### config.mk
export PLATFORM = sky130hd
export DESIGN_NAME = counter_arbiter_flat
export DESIGN_NICKNAME = d
export VERILOG_FILES = /design/src/rtl/counter_arbiter_if.sv /design/src/rtl/counter_arbiter.sv /design/src/flat_wrapper.sv
export SDC_FILE = /design/constraint.sdc
export NUM_CORES = 1
export LEC_CHECK = 0
export BUFFER_PORTS_ARGS = -buffer_cell sky130_fd_sc_hd__clkbuf_2
export CAP_MARGIN = 20
export CORE_MARGIN = 2
export CORE_UTILIZATION = 48
export CTS_CLUSTER_DIAMETER = 30
export DETAILED_ROUTE_END_ITERATION = 10
export GPL_TIMING_DRIVEN = 1
export PLACE_DENSITY = 0.75
export SLEW_MARGIN = 30
export SYNTH_ARGS = -nofsm -noshare
export SYNTH_HDL_FRONTEND = slang
export SYNTH_SLANG_ARGS = --single-unit
### constraint.sdc
create_clock -name clk -period 1.9 [get_ports clk]
set_input_delay 0 -clock clk [delete_from_list [all_inputs] [get_ports clk]]
set_output_delay 0 -clock clk [all_outputs]
set_load 0.02 [all_outputs]
### src/rtl/counter_arbiter_if.sv
// Bundle of request, operand and result signals shared between the
// requesters (master side) and the counter arbiter (slave side).
interface counter_arbiter_if #(
  parameter int WIDTH = 8
);
  logic [1:0]       req;
  logic [1:0]       up;
  logic [WIDTH-1:0] a0;
  logic [WIDTH-1:0] a1;
  logic             clr;
  logic [1:0]       ack;
  logic [WIDTH-1:0] q;
  logic             carry;
  logic             busy;
  logic             owner;

  modport master (
    output req, up, a0, a1, clr,
    input  ack, q, carry, busy, owner
  );

  modport slave (
    input  req, up, a0, a1, clr,
    output ack, q, carry, busy, owner
  );
endinterface

### src/rtl/counter_arbiter.sv
// Two-requester round-robin arbiter feeding a shared up/down counter.
// One operation is in flight at a time: IDLE arbitrates, EXEC applies the
// latched operand to the count, DONE pulses ack to the granted requester.
module counter_arbiter #(
  parameter int WIDTH = 8
) (
  input  logic               clk,
  input  logic               rst,
  counter_arbiter_if.slave   bus
);

  typedef enum logic [1:0] {
    IDLE = 2'd0,
    EXEC = 2'd1,
    DONE = 2'd2
  } state_t;

  state_t           r_state;
  state_t           w_nextState;
  logic [WIDTH-1:0] r_q;
  logic [WIDTH-1:0] r_opnd;
  logic             r_carry;
  logic             r_owner;
  logic             r_ptr;
  logic             r_up;
  logic             w_grant;
  logic             w_winner;
  logic [WIDTH:0]   w_sum;
  logic [WIDTH:0]   w_diff;

  // Next-state and grant decision; a lone request wins outright, a tie goes to the pointer
  always_comb begin
    w_nextState = r_state;
    w_grant     = 1'b0;
    w_winner    = r_ptr;
    case (r_state)
      IDLE: begin
        if (!bus.clr && (bus.req != 2'b00)) begin
          w_grant     = 1'b1;
          w_nextState = EXEC;
          if (bus.req == 2'b01) begin
            w_winner = 1'b0;
          end else if (bus.req == 2'b10) begin
            w_winner = 1'b1;
          end else begin
            w_winner = r_ptr;
          end
        end
      end
      EXEC:    w_nextState = DONE;
      DONE:    w_nextState = IDLE;
      default: w_nextState = IDLE;
    endcase
  end

  // Extended-width arithmetic: the top bit is the carry on add and the borrow on subtract
  always_comb begin
    w_sum  = {1'b0, r_q} + {1'b0, r_opnd};
    w_diff = {1'b0, r_q} - {1'b0, r_opnd};
  end

  // State register, grant latching and the count update at the end of EXEC
  always_ff @(posedge clk) begin
    if (rst) begin
      r_state <= IDLE;
      r_q     <= '0;
      r_carry <= 1'b0;
      r_owner <= 1'b0;
      r_ptr   <= 1'b0;
      r_up    <= 1'b0;
      r_opnd  <= '0;
    end else begin
      r_state <= w_nextState;
      if ((r_state == IDLE) && bus.clr) begin
        r_q     <= '0;
        r_carry <= 1'b0;
      end
      if (w_grant) begin
        r_owner <= w_winner;
        r_ptr   <= ~w_winner;
        r_up    <= bus.up[w_winner];
        r_opnd  <= w_winner ? bus.a1 : bus.a0;
      end
      if (r_state == EXEC) begin
        if (r_up) begin
          r_q     <= w_sum[WIDTH-1:0];
          r_carry <= w_sum[WIDTH];
        end else begin
          r_q     <= w_diff[WIDTH-1:0];
          r_carry <= w_diff[WIDTH];
        end
      end
    end
  end

  // Outputs are decoded straight from registered state so ack lasts exactly the DONE cycle
  always_comb begin
    bus.ack   = 2'b00;
    if (r_state == DONE) begin
      bus.ack = r_owner ? 2'b10 : 2'b01;
    end
    bus.q     = r_q;
    bus.carry = r_carry;
    bus.busy  = (r_state != IDLE);
    bus.owner = r_owner;
  end

endmodule

### src/flat_wrapper.sv
// flat-port wrapper written by rule: the top's interface ports become plain ports
module counter_arbiter_flat 
#(
  parameter int WIDTH = 8
)
  (clk, rst, bus_req, bus_up, bus_a0, bus_a1, bus_clr, bus_ack, bus_q, bus_carry, bus_busy, bus_owner);
  counter_arbiter_if #(.WIDTH(WIDTH)) bus_i ();
  input  logic clk;
  input  logic rst;
  input wire logic [$bits(bus_i.req)-1:0] bus_req;
  input wire logic [$bits(bus_i.up)-1:0] bus_up;
  input wire logic [$bits(bus_i.a0)-1:0] bus_a0;
  input wire logic [$bits(bus_i.a1)-1:0] bus_a1;
  input wire logic [$bits(bus_i.clr)-1:0] bus_clr;
  output wire logic [$bits(bus_i.ack)-1:0] bus_ack;
  output wire logic [$bits(bus_i.q)-1:0] bus_q;
  output wire logic [$bits(bus_i.carry)-1:0] bus_carry;
  output wire logic [$bits(bus_i.busy)-1:0] bus_busy;
  output wire logic [$bits(bus_i.owner)-1:0] bus_owner;
  assign bus_i.req = bus_req;
  assign bus_i.up = bus_up;
  assign bus_i.a0 = bus_a0;
  assign bus_i.a1 = bus_a1;
  assign bus_i.clr = bus_clr;
  assign bus_ack = bus_i.ack;
  assign bus_q = bus_i.q;
  assign bus_carry = bus_i.carry;
  assign bus_busy = bus_i.busy;
  assign bus_owner = bus_i.owner;
  counter_arbiter #(.WIDTH(WIDTH)) u_core (.clk(clk), .rst(rst), .bus(bus_i));
endmodule
**Word level (Yosys, flattened, before mapping)**

Index checks and enable logic that the tools add are counted.

- Register bits: 22
- Output and inout bits: 13
- Word-level logic and storage cells: 42

- Add/subtract/negate cells: 2
- Magnitude comparators: 1
- Equal/unequal tests: 5
- Multiplexer cells: 19
- Bitwise operators: 1
- Reduce and logical (&&, ||, !) cells: 7

Operator list:

| kind | number |
|---|---|
| two-way mux 8 bit | 4 |
| two-way mux 1 bit | 11 |
| adder 8 x 8 -> 9 bit | 1 |
| subtractor 8 x 8 -> 9 bit | 1 |
| two-way mux 2 bit | 3 |
| nonzero test 2 bit | 3 |
| equality test 2 x 1 -> 1 bit (second input constant) | 2 |
| equality test 2 bit (second input constant) | 2 |
| one-hot mux 2 bit (2 select lines) | 1 |
| logical AND 1 bit | 2 |
| zero test 2 bit | 1 |
| less-than comparator 1 x 2 -> 1 bit (second input constant) | 1 |
| inequality test 2 x 1 -> 1 bit (second input constant) | 1 |
| zero test 1 bit | 1 |
| NOT 1 bit | 1 |

**Longest topological paths before layout**

Gate-level depths: netlist of the first run.

- Depth after elaboration: 7
- Mapped depth: 9
- Mapped depth without buffers: 9

**Least setup slack after synthesis of the first run**

Ideal clock, no wire load.

- Path kind: register to register
- Start point: register u_core.r_q[1], in the netlist u_core.bus.q[1]
- End point: register u_core.r_q[5], in the netlist u_core.bus.q[5]
- Data arrival time: 1.897 ns
- Required time: 1.783 ns
- Setup slack: -0.114 ns
- Cell stages (with the launch flop): 7
- Path through: dfxtp_1 > ha_1 > nor2b_1 > o31ai_1 > a21oi_1 > or3_1 > a32o_1

- Longest elaborated chain between the ends: 3

RTL lines:

| item | RTL line | source |
|---|---|---|
| start: declaration | counter_arbiter.sv:20 | `logic [WIDTH-1:0] r_q;` |
| start signal: assignment | counter_arbiter.sv:86 | `r_q <= w_sum[WIDTH-1:0];` |
| start signal: assignment | counter_arbiter.sv:89 | `r_q <= w_diff[WIDTH-1:0];` |
| subtractor 8 x 8 -> 9 bit or adder 8 x 8 -> 9 bit (tied branches) | counter_arbiter.sv:59, counter_arbiter.sv:58 |  |
| two-way mux 8 bit * | counter_arbiter.sv:85 | `if (r_up) begin` |
| two-way mux 8 bit * | counter_arbiter.sv:84 | `if (r_state == EXEC) begin` |

Every way passes the cells marked *; elsewhere a longest branch is shown, timed or not.
A chain may end at the register's enable or synchronous reset.

**Worst setup path after layout of the first run**

- Start point: register u_core.r_q[0], in the netlist u_core.bus.q[0]
- End point: register u_core.r_q[4], in the netlist u_core.bus.q[4]

Same word-level chain as after synthesis.

==> PnR_summary.wiki, run 1 <==
{| class="wikitable"
! Metric !! Value
|-
| Worst setup slack for register-to-register paths || ~0.023 ns
|-
| Final routed wire length divided by cell count || 15.7 microns
|-
| Number of max-capacitance violations reported || 0
|-
| CTS buffer count || 3
|-
| Die Height || 60.5 microns
|-
| Buffer depth of the longest clock path || 2
|-
| Static leakage || 1.04 nW
|-
| PwrDens || 554 nW/um^2
|-
| Met1 GRT Util || 35.2%
|-
| Worst stage delay on the critical path || between 0.3 and 0.4 ns
|-
| Initial antenna violation count || 0
|-
| Switch share || 34.4%
|-
| DR iter-0 viols || 119
|-
| CTS tree || built
|-
| Gr usage total || 27.6%
|-
| # port buffers || 35
|-
| Final number of setup-violating endpoints || 0
|-
| Worst slew margin || 66.8%
|-
| Worst Setup Path Type || flip-flop to flip-flop
|-
| Post-synthesis sequential element count || 22
|-
| Worst reg2reg path startpoint || u_core.bus.q[0]$_SDFFE_PP0P_
|-
| Hold Fails Final Rpt || 0
|-
| Count of flip-flops with a built-in enable after synthesis || 0
|-
| Number of nets produced by synthesis || ~230
|-
| Initial core utilization || between 50% and 60%
|-
| Instance area after placement || slightly below 2000 sq um
|-
| Average cell area after synthesis || 8.34 sq um
|-
| Share of synthesized flip-flops with an asynchronous set or reset || 0%
|-
| # fillers || 211
|-
| Vias in the first global route || approximately 1,700
|-
| Bufs and invs on worst path || 2
|-
| Final setup slack of the worst path || ~0.023 ns
|-
| WHS Endpoint || u_core.bus.q[1]$_SDFFE_PP0P_
|-
| CTS H-Tree Depth || 1
|-
| Reg2Reg Capture Point || u_core.bus.q[4]$_SDFFE_PP0P_
|-
| Final number of max-transition violations || 0
|-
| Sequential fraction of the synthesis area || 28.7%
|-
| Part of the power in combinational logic || 41.8%
|-
| Critical Path End Type || flip-flop
|-
| Inst Count DP || between 200 and 300
|-
| Layout overhead on the synthesized area || 49.8%
|-
| Final GP Congestion || 0.883
|-
| Status || complete, no violations
|-
| Die outline area || 3660 sq um
|-
| Clock transition at path regs || 0.13 ns
|-
| Achievable frequency || 0.533 GHz
|-
| Met3 Usage GRT || 5.12%
|-
| Overall power consumption || 1.27 mW
|-
| Worst min-delay path category || input pin to flip-flop
|-
| Reg2reg path depth || 9
|-
| Fin crit share || 98.8%
|-
| Max rail drop VDD || 391 uV
|-
| Count of inserted antenna diode cells || 0
|-
| Detailed placer's ending HPWL || 3080 microns
|-
| Post-synthesis cell type count || 47
|-
| Yosys warns || 0
|-
| Delay-heaviest family, CP || compound AO/OA/AOI/OAI gates
|-
| Pre-antenna DRT Iters || 4
|-
| Fin crit period || approximately 1.9 ns
|-
| Global-route wire length before repair || approximately 7500 microns
|-
| Netlist Area Pre-Place || 1530 sq um
|-
| IO Pins || 36
|-
| Cell count after synthesis || ~180
|-
| Depth of the worst hold-timing path || 3
|-
| DRT Wirelength || approximately 4800 microns
|-
| Internal power || 835 uW
|-
| Maximum clock skew at final layout || 0.00459 ns
|-
| Maximum number of pins on one net before global-route repair || 17
|-
| Place WS || -0.0682 ns
|-
| Worst EP required || 2.11 ns
|-
| Switching power of the nets || 438 uW
|-
| Worst-path fanout max || 4
|-
| Routing usage on met2 || roughly 47%
|-
| Finished Cell Area || 2300 sq um
|-
| Launch point of the worst hold path || rst
|-
| Arrival time of data at the critical path endpoint || 2.09 ns
|-
| Unrepaired setup endpoints after global routing || true
|-
| Rows || 20
|-
| CP max stage cell || dfxtp_4
|-
| Fraction of final layout cells with drive strength greater than 1 || 36.3%
|-
| Remaining number of nets flagged by the antenna check after routing || 0
|-
| Series of cell instances along the critical path || inv_4, ha_4, inv_2, fa_2, a21oi_2, nor2_1, o21a_1, a21o_1, a221o_1
|-
| Clk network pwr share || 17.5%
|-
| Detailed-route vias per instance || 5.56
|-
| TritonCTS Sinks || 22
|-
| Worst-margin pin slew || ~0.5 ns
|-
| Global-route layer with the greatest usage || met2
|-
| Leading register cell type out of synthesis || dfxtp_1
|-
| Core area || slightly above 3000 sq um
|-
| Vias post-DR || 1,702
|-
| Sequential fraction of design power || 40.7%
|-
| Clock root buffer || clkbuf_4
|-
| Later-pin clock latency in the skew report || 0.31 ns
|-
| Nets || approximately 310
|-
| Launching element type of the critical path || flip-flop
|-
| Floorplan die width || 60.5 microns
|-
| Residual DRC || 0
|-
| Post-route non-filler standard cell count || 306
|-
| Total congestion overflow after global routing || 0
|}
==> area by class of cell <==
cell class	instances	area, sq um	share of cell area [%]
Timing Repair Buffer	83	581	25.3
Inverter	19	73.8	3.21
Sequential cell	22	457	19.9
Multi-Input combinational cell	135	1110	48.3
Tap cell	44	55.1	2.40
Clock buffer	3	22.5	0.980
==> worst max path at each step <==
stage,startpoint,to,slack [ns],depth (start not counted)
finish,u_core.bus.q[0]$_SDFFE_PP0P_,u_core.bus.q[4]$_SDFFE_PP0P_,0.02,9
global route,u_core.bus.q[0]$_SDFFE_PP0P_,u_core.bus.q[4]$_SDFFE_PP0P_,-0.06,9
CTS,u_core.bus.q[0]$_SDFFE_PP0P_,u_core.bus.q[4]$_SDFFE_PP0P_,0.009,9
detailed placement,u_core.r_opnd[2]$_SDFFE_PP0P_,u_core.bus.q[7]$_SDFFE_PP0P_,-0.07,7
global placement,u_core.r_opnd[3]$_SDFFE_PP0P_,u_core.bus.q[7]$_SDFFE_PP0P_,-0.04,7
floorplan,u_core.r_opnd[1]$_SDFFE_PP0P_,u_core.bus.q[5]$_SDFFE_PP0P_,0.01,7
==> per-layer routing <==
metal	wire length, microns	vias up
met5	0	-
met4	57	0
met3	247	6
met2	2370	63
met1	2120	803
li1	-	830
==> repair_timing <==
item	4_1_cts	5_1_grt
hold buffers	18	0
endpoints found under the hold margin	9	0
pin swaps	2	6
endpoints found under the setup margin	5	6
buffers inserted	2	0
gates resized for setup	9	24
==> power groups by stage <==
| stage | clock network [mW] | registers [mW] | logic [mW] |
|---|---|---|---|
| after floorplan | 0 | 0.540 | 0.250 |
| after global placement | 0 | 0.523 | 0.421 |
| after detailed placement | 0 | 0.525 | 0.425 |
| after CTS | 0.222 | 0.516 | 0.490 |
| after global routing | 0.241 | 0.522 | 0.586 |
| final | 0.222 | 0.519 | 0.532 |
==> through the flow <==
| stage | setup TNS, ns | util (%) | hold slack (ns) |
|---|---|---|---|
| after floorplan | 0 | - | 0.150 |
| after global placement | -0.0709 | 63.4 | 0.242 |
| after detailed placement | -0.173 | 63.4 | 0.246 |
| after CTS | 0 | 72.3 | 0.0626 |
| after global routing | -0.123 | 75.2 | 0.0783 |
| final | 0 | 75.2 | 0.0616 |
==> registers in the layout, indices dropped and copies added, names as in the netlist <==
name	count
u_core.bus.q	8
u_core.r_state	2
u_core.bus.carry	1
u_core.r_ptr	1
u_core.bus.owner	1
u_core.r_up	1
u_core.r_opnd	8
==> synth_stat cells (2+ instances only) <==
cell type | instances | share of area [%]
nand2_1 | 8 | 2.0
nor3_1 | 4 | 1.3
o31a_1 | 2 | 1.1
inv_1 | 19 | 4.6
a211oi_1 | 3 | 1.5
dfxtp_1 | 22 | 29
a21oi_1 | 12 | 3.9
nor3b_1 | 2 | 0.98
buf_2 | 2 | 0.65
ha_1 | 17 | 14
nor2_1 | 22 | 5.4
nor2b_1 | 8 | 3.3
o21a_1 | 2 | 0.98
fa_1 | 2 | 2.6
clkbuf_1 | 4 | 0.98
a222oi_1 | 9 | 5.9
or3_1 | 4 | 1.6
o211ai_1 | 2 | 0.98
nand2b_1 | 2 | 0.82
o21ai_0 | 10 | 3.3
a32o_1 | 2 | 1.3
==> worst register-to-register path, stage by stage (launching register included) <==
cell     delay (ns)
dfxtp_4        0.39
inv_4          0.07
ha_4           0.12
inv_2          0.03
fa_2           0.35
a21oi_2        0.15
nor2_1         0.05
o21a_1         0.18
a21o_1         0.15
a221o_1        0.28
==> placed cells by master, fill, tap and decap left out, types with 2 or more instances in the layout <==
cell type,instances
dfxtp_1,15
nor3_1,3
or3_1,4
buf_4,30
ha_4,6
nor2b_1,6
nand2_1,8
o21a_1,2
clkbuf_2,35
a32o_1,2
inv_2,2
dfxtp_2,4
a222oi_1,9
nand2b_1,2
a211oi_1,2
nor2b_4,2
o31a_1,2
o21ai_0,9
nor3b_1,2
clkbuf_4,3
fa_2,2
nor2_1,22
a21oi_2,2
a21oi_1,11
o211ai_1,2
dlygate4sd3_1,18
dfxtp_4,3
ha_1,11
inv_1,16
==> cell families (layout without fill, tap and decap cells) <==
| group | after synthesis | count (layout) | share of synthesized area [%] |
|---|---|---|---|
| DFF | 22 | 22 | 28.7 |
| xor gates and xnor gates | 1 | 1 | 0.571 |
| adders and majority gates | 19 | 19 | 16.5 |
| and+or+nand+nor | 57 | 57 | 18.6 |
| AOI/OAI and AO/OA | 57 | 57 | 27.5 |
| muxes | 1 | 1 | 0.653 |
| buffers and inverters | 27 | 105 | 7.50 |
No activity file was read; power rests on OpenSTA's default activity.
==> run 2, diff against run 1 <==
--- a/config.mk
+++ b/config.mk
@@ -11,7 +11,7 @@
 export CORE_UTILIZATION = 48
 export CTS_CLUSTER_DIAMETER = 30
 export DETAILED_ROUTE_END_ITERATION = 10
-export GPL_TIMING_DRIVEN = 1
+export MAX_ROUTING_LAYER = met4
 export PLACE_DENSITY = 0.75
 export SLEW_MARGIN = 30
 export SYNTH_ARGS = -nofsm -noshare
==> PnR_summary.wiki, run 2 (synthesis gave the netlist of run 1 again) <==
{| class="wikitable"
! Metric !! Value
|-
| Utilization of the core after routing || 75.2%
|-
| Final setup slack of the worst path || 0.0217 ns
|-
| Worst slew margin || 68.7%
|-
| Worst reg2reg path startpoint || u_core.bus.q[0]$_SDFFE_PP0P_
|-
| Critical path startpoint || u_core.bus.q[0]$_SDFFE_PP0P_
|-
| Later-pin clock latency in the skew report || 0.31 ns
|-
| Launching element type of the critical path || flip-flop
|-
| Arrival time of data at the critical path endpoint || 2.09 ns
|-
| Achievable frequency || 0.532 GHz
|-
| Number of max-capacitance violations reported || 0
|-
| # port buffers || 35
|-
| Most frequent standard cell in the layout excluding fill and tap cells || clkbuf_2
|-
| Reg2Reg Capture Point || u_core.bus.q[4]$_SDFFE_PP0P_
|-
| Detailed-route vias per instance || 5.58
|-
| Worst slack on hold paths || 0.0687 ns
|-
| Final routed wire length divided by cell count || 15.7 microns
|-
| Worst setup slack for register-to-register paths || between 0.02 and 0.025 ns
|-
| Worst-margin pin slew || 0.469 ns
|-
| Status || complete, no violations
|-
| Count of inserted antenna diode cells || 0
|-
| # fillers || 211
|-
| Critical Path End Type || flip-flop
|-
| Initial antenna violation count || 0
|-
| Worst Setup Path Type || flip-flop to flip-flop
|-
| PwrDens || 554 nW/um^2
|-
| CTS tree || built
|-
| Reg2reg path depth || 9
|-
| CTS buffer count || 3
|-
| CTS H-Tree Depth || 1
|-
| Floorplan die width || 60.5 microns
|-
| Fin crit share || 98.9%
|-
| Final number of max-transition violations || 0
|-
| Max rail drop VDD || 390 uV
|-
| Final GP Congestion || 0.898
|-
| Critical Path End || u_core.bus.q[4]$_SDFFE_PP0P_
|-
| Worst min-delay path category || input pin to flip-flop
|-
| Total congestion overflow after global routing || 0
|-
| Pre-antenna DRT Iters || 7
|-
| Static leakage || roughly 1.0 nW
|-
| Detailed placer's ending HPWL || 3080 microns
|-
| Clock transition at path regs || ~0.13 ns
|-
| Worst EP required || 2.11 ns
|-
| Vias post-DR || around 1,700
|-
| Die Height || 60.5 microns
|-
| TritonCTS Sinks || 22
|-
| Final number of setup-violating endpoints || 0
|-
| Buffer depth of the longest clock path || 2
|-
| Nets || 306
|-
| DR iter-0 viols || 115
|-
| Residual DRC || 0
|-
| Most used cells in the layout excluding fill and tap cells || 35 x clkbuf_2, 30 x buf_4, 22 x nor2_1
|-
| Fraction of final layout cells with drive strength greater than 1 || 36.3%
|-
| Initial core utilization || 50.2%
|-
| Maximum number of pins on one net before global-route repair || 17
|-
| Vias in the first global route || 1,664
|-
| Worst-path fanout max || 4
|-
| Place WS || -0.0682 ns
|-
| Rows || 20
|-
| Global-route wire length before repair || 7450 microns
|-
| Gr usage total || between 20 and 30%
|-
| Die outline area || 3660 sq um
|-
| Layout overhead on the synthesized area || 49.8%
|-
| Hold Fails Final Rpt || 0
|-
| Overall power consumption || 1.27 mW
|-
| Clock root buffer || clkbuf_4
|-
| Remaining number of nets flagged by the antenna check after routing || 0
|-
| Core area || 3050 sq um
|-
| DRT Wirelength || between 4000 and 5000 microns
|-
| Unrepaired setup endpoints after global routing || true
|-
| IO Pins || 36
|-
| Fin crit period || 1.88 ns
|-
| Maximum clock skew at final layout || 0.00285 ns
|}
run 2: cell counts in the layout (fill, tap and decap cells not counted):
No cell type changed its count.
run 2: timing repair:
action / 4_1_cts / 5_1_grt
resized for setup: 9 / 24
endpoints found under the hold margin: 9 / 0
pin swaps: 2 / 6
buffers inserted: 2 / 0
hold buffers: 18 / 0
setup endpoints to repair: 5 / 6
run 2: worst max-delay path: stages, from the launching register on:
cell	delay [ns]
dfxtp_4	0.39
inv_4	0.06
ha_4	0.12
inv_2	0.03
fa_2	0.35
a21oi_2	0.15
nor2_1	0.05
o21a_1	0.18
a21o_1	0.16
a221o_1	0.28
run 2: per-stage QoR:
stage                     instance area, sq um  setup TNS (ns)  cells
after floorplan                           1540               0    184
after global placement                    1940         -0.0709    283
after detailed placement                  1940          -0.173    283
after CTS                                 2210               0    306
after global routing                      2300          -0.123    306
final                                     2300               0    306
run 2: layer usage:
layer	up-vias	track usage [%]	part of all wire (%)
met5	-	-	0
met4	0	9.32	0.79
met3	4	4.69	5.1
met2	62	47.0	50
met1	812	35.4	44
li1	830	-	-
run 2: layout make-up:
cell class | instances | area (sq um) | share of cell area [%]
multi-input combinational | 135 | 1110 | 48.3
clock buffer | 3 | 22.5 | 0.980
timing repair buffer | 83 | 581 | 25.3
sequential | 22 | 457 | 19.9
inverter | 19 | 73.8 | 3.21
tap | 44 | 55.1 | 2.40
run 2: how the worst min path moves through the flow:
stage	cells past startpoint	startpoint	to
floorplan	2	bus_a1[0]	u_core.r_opnd[0]$_SDFFE_PP0P_
global route	3	rst	u_core.bus.q[0]$_SDFFE_PP0P_
global placement	3	bus_a1[3]	u_core.r_opnd[3]$_SDFFE_PP0P_
detailed placement	3	bus_a1[3]	u_core.r_opnd[3]$_SDFFE_PP0P_
CTS	3	rst	u_core.bus.q[1]$_SDFFE_PP0P_
finish	3	rst	u_core.bus.q[1]$_SDFFE_PP0P_
run 2: power by group:
part	switching, mW	internal, mW
clock network	0.147	0.0741
registers	0.0278	0.491
logic	0.263	0.270
total	0.437	0.835
